$ cat src/rtl/conv_pkg.sv
// ---------------------------------------------------------------------------
// conv_pkg
// Shared definitions for the 3x3 convolution datapath: default pixel width,
// kernel geometry and the bit placement of window elements inside a packed
// window bus. The convolution core uses the same helper, so both sides agree
// on element order.
// ---------------------------------------------------------------------------
package conv_pkg;

    localparam int DATA_W_DEF = 8;
    localparam int KSIZE      = 3;
    localparam int WIN_N      = KSIZE * KSIZE;

    // Bit offset of window element k (k = row*KSIZE + col, row 0 = oldest line).
    function automatic int win_bit_off(input int k, input int data_w);
        return k * data_w;
    endfunction

endpackage

$ cat src/rtl/conv_line_buffer.sv
// ---------------------------------------------------------------------------
// conv_line_buffer
// One image line of pixel storage. The read is combinational, so the old
// contents at 'addr' are visible in the same cycle the new pixel is written
// (read-before-write). The contents are not reset.
//
// Ports:
//   clk      clock
//   wr_en    write strobe (one pixel per accepted beat)
//   addr     column address, also used for the read port
//   wr_data  pixel to store at addr
//   rd_data  current contents at addr
// ---------------------------------------------------------------------------
module conv_line_buffer
    import conv_pkg::*;
#(
    parameter int DATA_W = DATA_W_DEF,
    parameter int IMG_W  = 64,
    localparam int AW    = $clog2(IMG_W)
) (
    input  logic              clk,
    input  logic              wr_en,
    input  logic [AW-1:0]     addr,
    input  logic [DATA_W-1:0] wr_data,
    output logic [DATA_W-1:0] rd_data
);

    logic [DATA_W-1:0] mem_q [IMG_W];

    always_ff @(posedge clk) begin
        if (wr_en) begin
            mem_q[addr] <= wr_data;
        end
    end

    assign rd_data = mem_q[addr];

endmodule

$ cat src/rtl/conv_window_gen.sv
// ---------------------------------------------------------------------------
// conv_window_gen
// Turns a raster-order pixel stream into 3x3 windows for the convolution
// core. Two line buffers hold the previous two lines; three 3-deep shift rows
// form the window. One window is emitted per interior position
// (row>=2, col>=2) through a single output register stage.
//
// Ports:
//   clk, rst      clock, asynchronous active-high reset
//   in_pixel      incoming pixel
//   in_valid      in_pixel / in_sof valid
//   in_sof        first pixel of a frame (qualified by in_valid)
//   in_ready      beat accepted this cycle when in_valid is also high
//   win_data      packed window, element k at [k*DATA_W +: DATA_W]
//   win_valid     win_data holds a window
//   win_ready     downstream accepts the window
//   win_last      final window of the frame (with win_valid)
//   sof_misalign  one-cycle pulse: in_sof accepted away from position (0,0)
// ---------------------------------------------------------------------------
module conv_window_gen
    import conv_pkg::*;
#(
    parameter int DATA_W = DATA_W_DEF,
    parameter int IMG_W  = 64,
    parameter int IMG_H  = 64
) (
    input  logic                    clk,
    input  logic                    rst,
    input  logic [DATA_W-1:0]       in_pixel,
    input  logic                    in_valid,
    input  logic                    in_sof,
    output logic                    in_ready,
    output logic [WIN_N*DATA_W-1:0] win_data,
    output logic                    win_valid,
    input  logic                    win_ready,
    output logic                    win_last,
    output logic                    sof_misalign
);

    localparam int CW = $clog2(IMG_W);
    localparam int RW = $clog2(IMG_H);
    localparam logic [CW-1:0] COL_MAX = CW'(IMG_W - 1);
    localparam logic [RW-1:0] ROW_MAX = RW'(IMG_H - 1);
    localparam logic [CW-1:0] COL_MIN_WIN = CW'(KSIZE - 1);
    localparam logic [RW-1:0] ROW_MIN_WIN = RW'(KSIZE - 1);

    // ------------------------------------------------------------------
    // State
    // ------------------------------------------------------------------
    logic [RW-1:0] row_q, row_d;
    logic [CW-1:0] col_q, col_d;

    // win_q[r][c]: r=0 top (row-2), c=0 leftmost (oldest column)
    logic [KSIZE-1:0][KSIZE-1:0][DATA_W-1:0] win_q, win_d;

    logic [WIN_N*DATA_W-1:0] win_data_q, win_data_d;
    logic                    win_valid_q, win_valid_d;
    logic                    win_last_q, win_last_d;
    logic                    sof_misalign_q, sof_misalign_d;

    // ------------------------------------------------------------------
    // Handshake and position
    // ------------------------------------------------------------------
    logic          accept;
    logic [RW-1:0] pos_row;
    logic [CW-1:0] pos_col;
    logic          emit;

    logic [DATA_W-1:0] lb0_rd, lb1_rd;
    logic [KSIZE-1:0][DATA_W-1:0] new_col;
    logic [WIN_N*DATA_W-1:0] win_pack;

    // rst is included so the source sees not-ready while reset is held.
    assign in_ready = !rst && (!win_valid_q || win_ready);
    assign accept   = in_valid && in_ready;

    // An accepted sof pins this beat to (0,0) whatever the counters say.
    assign pos_row = (in_sof) ? '0 : row_q;
    assign pos_col = (in_sof) ? '0 : col_q;

    // col>=2 gating keeps windows from mixing the end of one line with
    // the start of the next.
    assign emit = accept && (pos_row >= ROW_MIN_WIN) && (pos_col >= COL_MIN_WIN);

    always_comb begin
        row_d = row_q;
        col_d = col_q;
        if (accept) begin
            if (pos_col == COL_MAX) begin
                col_d = '0;
                row_d = (pos_row == ROW_MAX) ? '0 : pos_row + RW'(1);
            end else begin
                col_d = pos_col + CW'(1);
                row_d = pos_row;
            end
        end
    end

    assign sof_misalign_d = accept && in_sof && ((row_q != '0) || (col_q != '0));

    // ------------------------------------------------------------------
    // Line buffers: LB0 holds line row-1, LB1 holds line row-2. Both are
    // read at the current column before being overwritten.
    // ------------------------------------------------------------------
    conv_line_buffer #(
        .DATA_W (DATA_W),
        .IMG_W  (IMG_W)
    ) u_lb0 (
        .clk     (clk),
        .wr_en   (accept),
        .addr    (pos_col),
        .wr_data (in_pixel),
        .rd_data (lb0_rd)
    );

    conv_line_buffer #(
        .DATA_W (DATA_W),
        .IMG_W  (IMG_W)
    ) u_lb1 (
        .clk     (clk),
        .wr_en   (accept),
        .addr    (pos_col),
        .wr_data (lb0_rd),
        .rd_data (lb1_rd)
    );

    // ------------------------------------------------------------------
    // Window shift rows
    // ------------------------------------------------------------------
    assign new_col[0] = lb1_rd;
    assign new_col[1] = lb0_rd;
    assign new_col[2] = in_pixel;

    always_comb begin
        win_d = win_q;
        if (accept) begin
            for (int r = 0; r < KSIZE; r++) begin
                for (int c = 0; c < KSIZE - 1; c++) begin
                    win_d[r][c] = win_q[r][c+1];
                end
                win_d[r][KSIZE-1] = new_col[r];
            end
        end
    end

    // Post-shift window flattened into core element order.
    always_comb begin
        win_pack = '0;
        for (int k = 0; k < WIN_N; k++) begin
            win_pack[win_bit_off(k, DATA_W) +: DATA_W] = win_d[k / KSIZE][k % KSIZE];
        end
    end

    // ------------------------------------------------------------------
    // Output register: reloads on emit (also when the previous window is
    // leaving the same cycle), clears on handshake otherwise, holds on stall.
    // ------------------------------------------------------------------
    always_comb begin
        win_valid_d = win_valid_q;
        win_data_d  = win_data_q;
        win_last_d  = win_last_q;
        if (emit) begin
            win_valid_d = 1'b1;
            win_data_d  = win_pack;
            win_last_d  = (pos_row == ROW_MAX) && (pos_col == COL_MAX);
        end else if (win_ready) begin
            win_valid_d = 1'b0;
        end
    end

    always_ff @(posedge clk or posedge rst) begin
        if (rst) begin
            row_q          <= '0;
            col_q          <= '0;
            win_q          <= '0;
            win_data_q     <= '0;
            win_valid_q    <= 1'b0;
            win_last_q     <= 1'b0;
            sof_misalign_q <= 1'b0;
        end else begin
            row_q          <= row_d;
            col_q          <= col_d;
            win_q          <= win_d;
            win_data_q     <= win_data_d;
            win_valid_q    <= win_valid_d;
            win_last_q     <= win_last_d;
            sof_misalign_q <= sof_misalign_d;
        end
    end

    assign win_data     = win_data_q;
    assign win_valid    = win_valid_q;
    assign win_last     = win_last_q;
    assign sof_misalign = sof_misalign_q;

endmodule

$ cat config.mk
export PLATFORM = sky130hd
export DESIGN_NAME = conv_window_gen
export DESIGN_NICKNAME = d
export VERILOG_FILES = /design/src/rtl/conv_pkg.sv /design/src/rtl/conv_line_buffer.sv /design/src/rtl/conv_window_gen.sv
export SDC_FILE = /design/constraint.sdc
export NUM_CORES = 2
export LEC_CHECK = 0
export BUFFER_PORTS_ARGS = -buffer_cell sky130_fd_sc_hd__buf_4
export CAP_MARGIN = 10
export CELL_PAD_IN_SITES_DETAIL_PLACEMENT = 0
export CELL_PAD_IN_SITES_GLOBAL_PLACEMENT = 1
export CORE_MARGIN = 4
export CORE_UTILIZATION = 25
export CTS_CLUSTER_DIAMETER = 120
export DETAILED_ROUTE_END_ITERATION = 16
export GPL_ROUTABILITY_DRIVEN = 0
export PLACE_DENSITY = 0.44
export SYNTH_ARGS = -nofsm -noshare
export SYNTH_HDL_FRONTEND = slang
export SYNTH_SLANG_ARGS = --single-unit
export TNS_END_PERCENT = 20
$ cat constraint.sdc
create_clock -name clk -period 8.4 [get_ports clk]
set_input_delay 1.68 -clock clk [delete_from_list [all_inputs] [get_ports clk]]
set_output_delay 1.68 -clock clk [all_outputs]
set_load 0.005 [all_outputs]
# After elaboration in Yosys (flattened, before gate mapping)
# Memory sizes are Yosys's and may differ from the RTL's.
# Index checks and enable logic that the tools add are counted.
[classes]
add_sub_neg = 2
eq_ne = 2
n_lt_le_gt_ge = 2
n_reduce_logical = 14
n_mux = 10
[ops]
columns = ["op", "count"]
rows = [
  ["$mux 72", 1],
  ["$mux 6", 5],
  ["$add 6x1->6 const B", 2],
  ["$eq 6x6->1 const B", 2],
  ["$ge 6x2->1 const B", 2],
  ["$reduce_bool 6->1", 2],
  ["$logic_and 1x1->1", 7],
  ["$mux 1", 4],
  ["$logic_not 1->1", 2],
  ["$logic_or 1x1->1", 2],
  ["$reduce_bool 2->1", 1],
]
[word_totals]
n_memories = 2
register_bits = 159
ram_bits = 1024
out_inout_bits = 76
[mem_list]
columns = ["memory", "words", "word_bits", "read_ports", "rd_ports_with_merged_regs", "write_ports", "line", "text"]
rows = [
  ["u_lb0.mem_q", 64, 8, 1, 0, 1, "conv_line_buffer.sv:28", "logic [DATA_W-1:0] mem_q [IMG_W];"],
  ["u_lb1.mem_q", 64, 8, 1, 0, 1, "conv_line_buffer.sv:28", ""],
]

# Logic depth before layout (Yosys ltp)
[depth]
ltp_word = 7
depth_mapped = 13
depth_no_buf = 8

# Modules after synthesis
# From an unflattened synthesis, not the netlist that was laid out.
[unflattened]
cells_unflattened = 2739
area_unflattened_um2 = 47189.0
[modules_own_cells]
columns = ["mod", "n_inst", "cells_per_inst", "area_per_inst_um2", "seq_area_each_um2"]
rows = [
  ["conv_line_buffer", 2, 1163, 20289.5, 15374.7],
  ["conv_window_gen", 1, 413, 6610.1, 3978.8],
]

# Worst setup path before layout
# No wires, ideal clock.
[synth_timing]
kind = "in2reg"
start = "in rst"
end = "mem u_lb0.mem_q[46][0] (netlist bit) (enable)"
cell_stages = 5
required_ns = 7.970
t_arrival_ns = 7.934
setup_slack_ns = 0.036
cell_sequence = "inv_1 > nand3_1 > clkbuf_1 > clkbuf_1 > nor4_1"
[synth_between]
elab_chain_len = 5
[synth_rtl]
columns = ["element", "line", "text"]
rows = [
  ["start: declaration", "conv_window_gen.sv:28", "input logic rst,"],
  ["$logic_not 1->1 (no source line)", "-", ""],
  ["$logic_and 1x1->1", "conv_window_gen.sv:74", "assign in_ready = !rst && (!win_valid_q || win_ready);"],
  ["$logic_and 1x1->1", "conv_window_gen.sv:75", "assign accept = in_valid && in_ready;"],
  ["$mux 1", "conv_line_buffer.sv:31", "if (wr_en) begin"],
  ["$mux 1 (implied by the code)", "conv_line_buffer.sv:32", "mem_q[addr] <= wr_data;"],
  ["end: declaration", "conv_line_buffer.sv:28", ""],
]
# Every way passes these cells.

==> summary.txt <==
Status
  • Outcome: finished clean

Setup path
  • CP Cell Sequence: buf_6 > or3b_4 > buf_4 > buf_4 > o22ai_1 > a211oi_1 > o22ai_1 > or4_2 > buf_4 > mux2_2
  • Kind of critical path: primary input to flop
  • Crit path capture type: flop
  • Slowest cell on the critical path: or4_2
  • Worst reg2reg setup slack: 3.13 ns
  • CP arrival: 6.33 ns
  • CP startpoint kind: primary input
  • Required @ worst endpoint: 9.06 ns
  • Slowest stage delay, CP: 1.16 ns
  • Top cell by count, worst path: buf_4
  • FF-to-FF End: win_q[46]
  • Reg2reg start: col_q[2]
  • Crit-path max FO: 58
  • Family with the most delay on the worst path: simple AND/OR/NAND/NOR gates
  • Worst path buffer plus inverter count: 4
  • Worst r2r path cells: 10

CTS
  • Clock buffer depth: 3
  • CTS resizes: 0
  • Clock Latency Late Sink: 0.78 ns
  • CTS Hold Bufs: 0
  • Max H-tree Level: 4
  • Post-CTS Setup Bufs: 0
  • CTS Sinks: 1183
  • Clock transition at the registers of the reported paths: 0.06 ns
  • CTS root buf: clkbuf_16
  • TritonCTS Buffers: 137
  • TritonCTS clock tree: done

Synthesis
  • Seq cells post-synth: 1183
  • Net Count, Synth: 2942
  • Sequential area share after synthesis: 74.3%
  • Count leader, synth: edfxtp_1
  • Commonest cells in the netlist: edfxtp_1, mux2i_1, nand2_1, dfrtp_1, o22ai_1
  • Post-synth ARST share: 13.4%
  • Top FF cell, synth: edfxtp_1
  • Most area-hungry cell type in the Yosys netlist: edfxtp_1
  • Syn Inst Count: approximately 2900
  • Syn Area/Cell: about 16 µm²
  • Synth Cell Area: roughly 47000 µm²
  • Yosys warns: 0
  • Synth unique cells: 73
  • Number of synthesized flops with an enable pin: 1024
  • Post-synth top area share: 65.8%
  • Synth area leaders: edfxtp_1, dfrtp_1, mux2i_1, nand2_1, mux2_2

GRT
  • Largest net degree at the start of global routing: 100
  • Global Route Usage Sum: 17.4%
  • Initial antenna violation count: 12
  • Vias in the first global route: 27813
  • First-pass GRT wire length: 235 mm
  • Grt ovf: 0

Run
  • MaxCap Viol Count: 0

Power
  • Maximum resistive drop on vdd: about 0.00020 V
  • Leak: 19.3 nW
  • Pwr/cell area: 255 nW/µm²

Cells and area
  • Layout overhead on the synthesized area: 18.5%
  • Fraction of layout cells with a size suffix above 1: 18.0%
  • Fin cells: 5715
  • Fillcell total: 18315
  • Final nets: 3138

STA
  • Fmax: 0.177 GHz
  • Final setup vio count: 0
  • Max_slew headroom: 12.1%
  • Post-route clock period utilization: 67.4%
  • Final setup skew: 0.0364 ns
  • Sum Neg Setup Slack: 0 ns
  • Worst Tran Pin Value: 1.31 ns
  • RSZ-0062 raised after global routing: false
  • Crit path time final: 5.66 ns
  • Hold_ws: 0.467 ns
  • Min setup slack post-route: 2.74 ns
  • Final Hold Vio Count: 0
  • Max Transition Viols Final: 0

Die
  • Core Area: 186000 µm²
  • IO Pins: 89
  • Die area: 194000 µm²
  • Row count: 158
  • Starting Density: 25.2%
  • Die width: 440 µm
  • Height of the die: 440 µm

Route
  • Initial DRC Count: 2844
  • DRC viols: 0
  • Post-Route WL: approximately 170 mm
  • Pre-Repair DR Iteration Count: 5
  • Drt wl/cell: approximately 30 µm
  • Post-route ant nets: 0
  • Vias: roughly 28000
  • Via/cell ratio: 4.89

Placement
  • Post-DP HPWL: 106 mm
  • Placed Cells incl. Taps: 5461
  • IO Port Bufs: between 80 and 90
  • Place WS: 1.60 ns

Worst hold path
  • Hold EP: win_q[49]
  • Worst Hold Launch: win_q[49]
  • Hold Path Stages: 2
  • Tightest Hold Check Type: flop to flop
## through the flow
step / cell area [µm²] / total power (W) / utilization (%)
6_report: 55400 / 0.0141 / 29.8
3_3_place_gp: 51100 / 0.00841 / 27.5
4_1_cts: 55400 / 0.0143 / 29.8
5_1_grt: 55400 / 0.0146 / 29.8
3_5_place_dp: 51100 / 0.00842 / 27.5
2_1_floorplan: 46700 / 0.00762 / -
## where the power goes
part           switching, W  total, W  internal (W)
clock network       0.00242   0.00582       0.00340
logic               0.00118   0.00160      0.000423
registers         0.0000738   0.00670       0.00662
total               0.00367    0.0141        0.0104
## worst reg2reg max path, stage by stage (launching register included)
cell and delay, ns:
dfrtp_4 0.73, buf_12 0.38, nand3b_4 0.66, buf_12 0.27, buf_4 0.32, o22ai_1 0.15
a211oi_1 0.68, o22ai_1 0.12, or4_2 1.08, buf_4 0.45, mux2_2 0.34
## layout by cell type, fill, tap and decap left out, types with 7 or more instances in the layout
cell and instances:
or3b_2 15, o2bb2ai_1 31, dfrtp_1 156, nand2b_1 19, clkinv_1 26, nand2_1 272
a22o_1 56, mux2_2 86, nand4b_1 17, o22a_1 11, a31oi_1 15, bufinv_16 9
o31ai_1 24, a32oi_1 7, buf_12 7, a22oi_1 21, o221ai_1 27, nand3_1 12
clkbuf_1 37, clkinv_2 18, nor2_1 91, nor3_1 13, nor2_2 7, edfxtp_1 1024
and2_1 7, clkbuf_16 141, nand3b_1 25, o21ai_0 83, a211oi_1 74, a221oi_1 13
mux2i_1 322, a21oi_1 47, nor2b_1 9, o211ai_1 8, nor4_2 8, o2111ai_1 9
buf_4 236, o22ai_1 117
## sequential cells by signal, indices dropped and copies added (netlist names)
register and count:
win_data 72, u_lb1.mem_q 512, win_last 1, row_q 6, u_lb0.mem_q 512, col_q 6
win_q 72, win_valid 1, sof_misalign 1
## how the worst max path moves through the flow
| stage | startpoint | endpoint | slack, ns | cells past startpoint |
|---|---|---|---|---|
| 2_1_floorplan | rst | u_lb0.mem_q[46][0] | 0.04 | 5 |
| 3_3_place_gp | in_sof | u_lb1.mem_q[25][4] | 1.63 | 10 |
| 3_5_place_dp | in_sof | u_lb1.mem_q[57][4] | 1.60 | 10 |
| 4_1_cts | in_sof | u_lb1.mem_q[58][4] | 2.43 | 10 |
| 5_1_grt | in_sof | win_q[46] | 2.74 | 10 |
| 6_report | in_sof | win_q[46] | 2.74 | 10 |
## cell type report
type | count | area [µm²] | share of cell area, %
clock buffers | 183 | 3740 | 6.74
clock inverters | 65 | 591 | 1.07
multi-input cells | 1542 | 11200 | 20.3
diodes | 5 | 12.5 | 0.0226
repair buffers | 246 | 1930 | 3.49
flip-flops and latches | 1183 | 34700 | 62.7
well taps | 2480 | 3100 | 5.60
inverters | 11 | 46.3 | 0.0836
## kinds of logic after synthesis
| group | after synthesis | synth area share, % |
|---|---|---|
| mux | 412 | 9.09 |
| compound gates | 584 | 8.86 |
| xor+xnor | 3 | 0.0562 |
| flops | 1183 | 74.3 |
| buf+inv | 200 | 2.03 |
| simple gates | 539 | 5.56 |
| fa+ha+maj | 4 | 0.107 |
## routing by layer
metal	track usage, %	wire [µm]	up-vias
li1	-	-	11953
met1	24.0	75700	14607
met2	27.2	78400	1140
met3	3.72	12700	242
met4	5.73	5570	0
met5	0	0	-
Note: power is estimated with default switching activity, not from simulation.
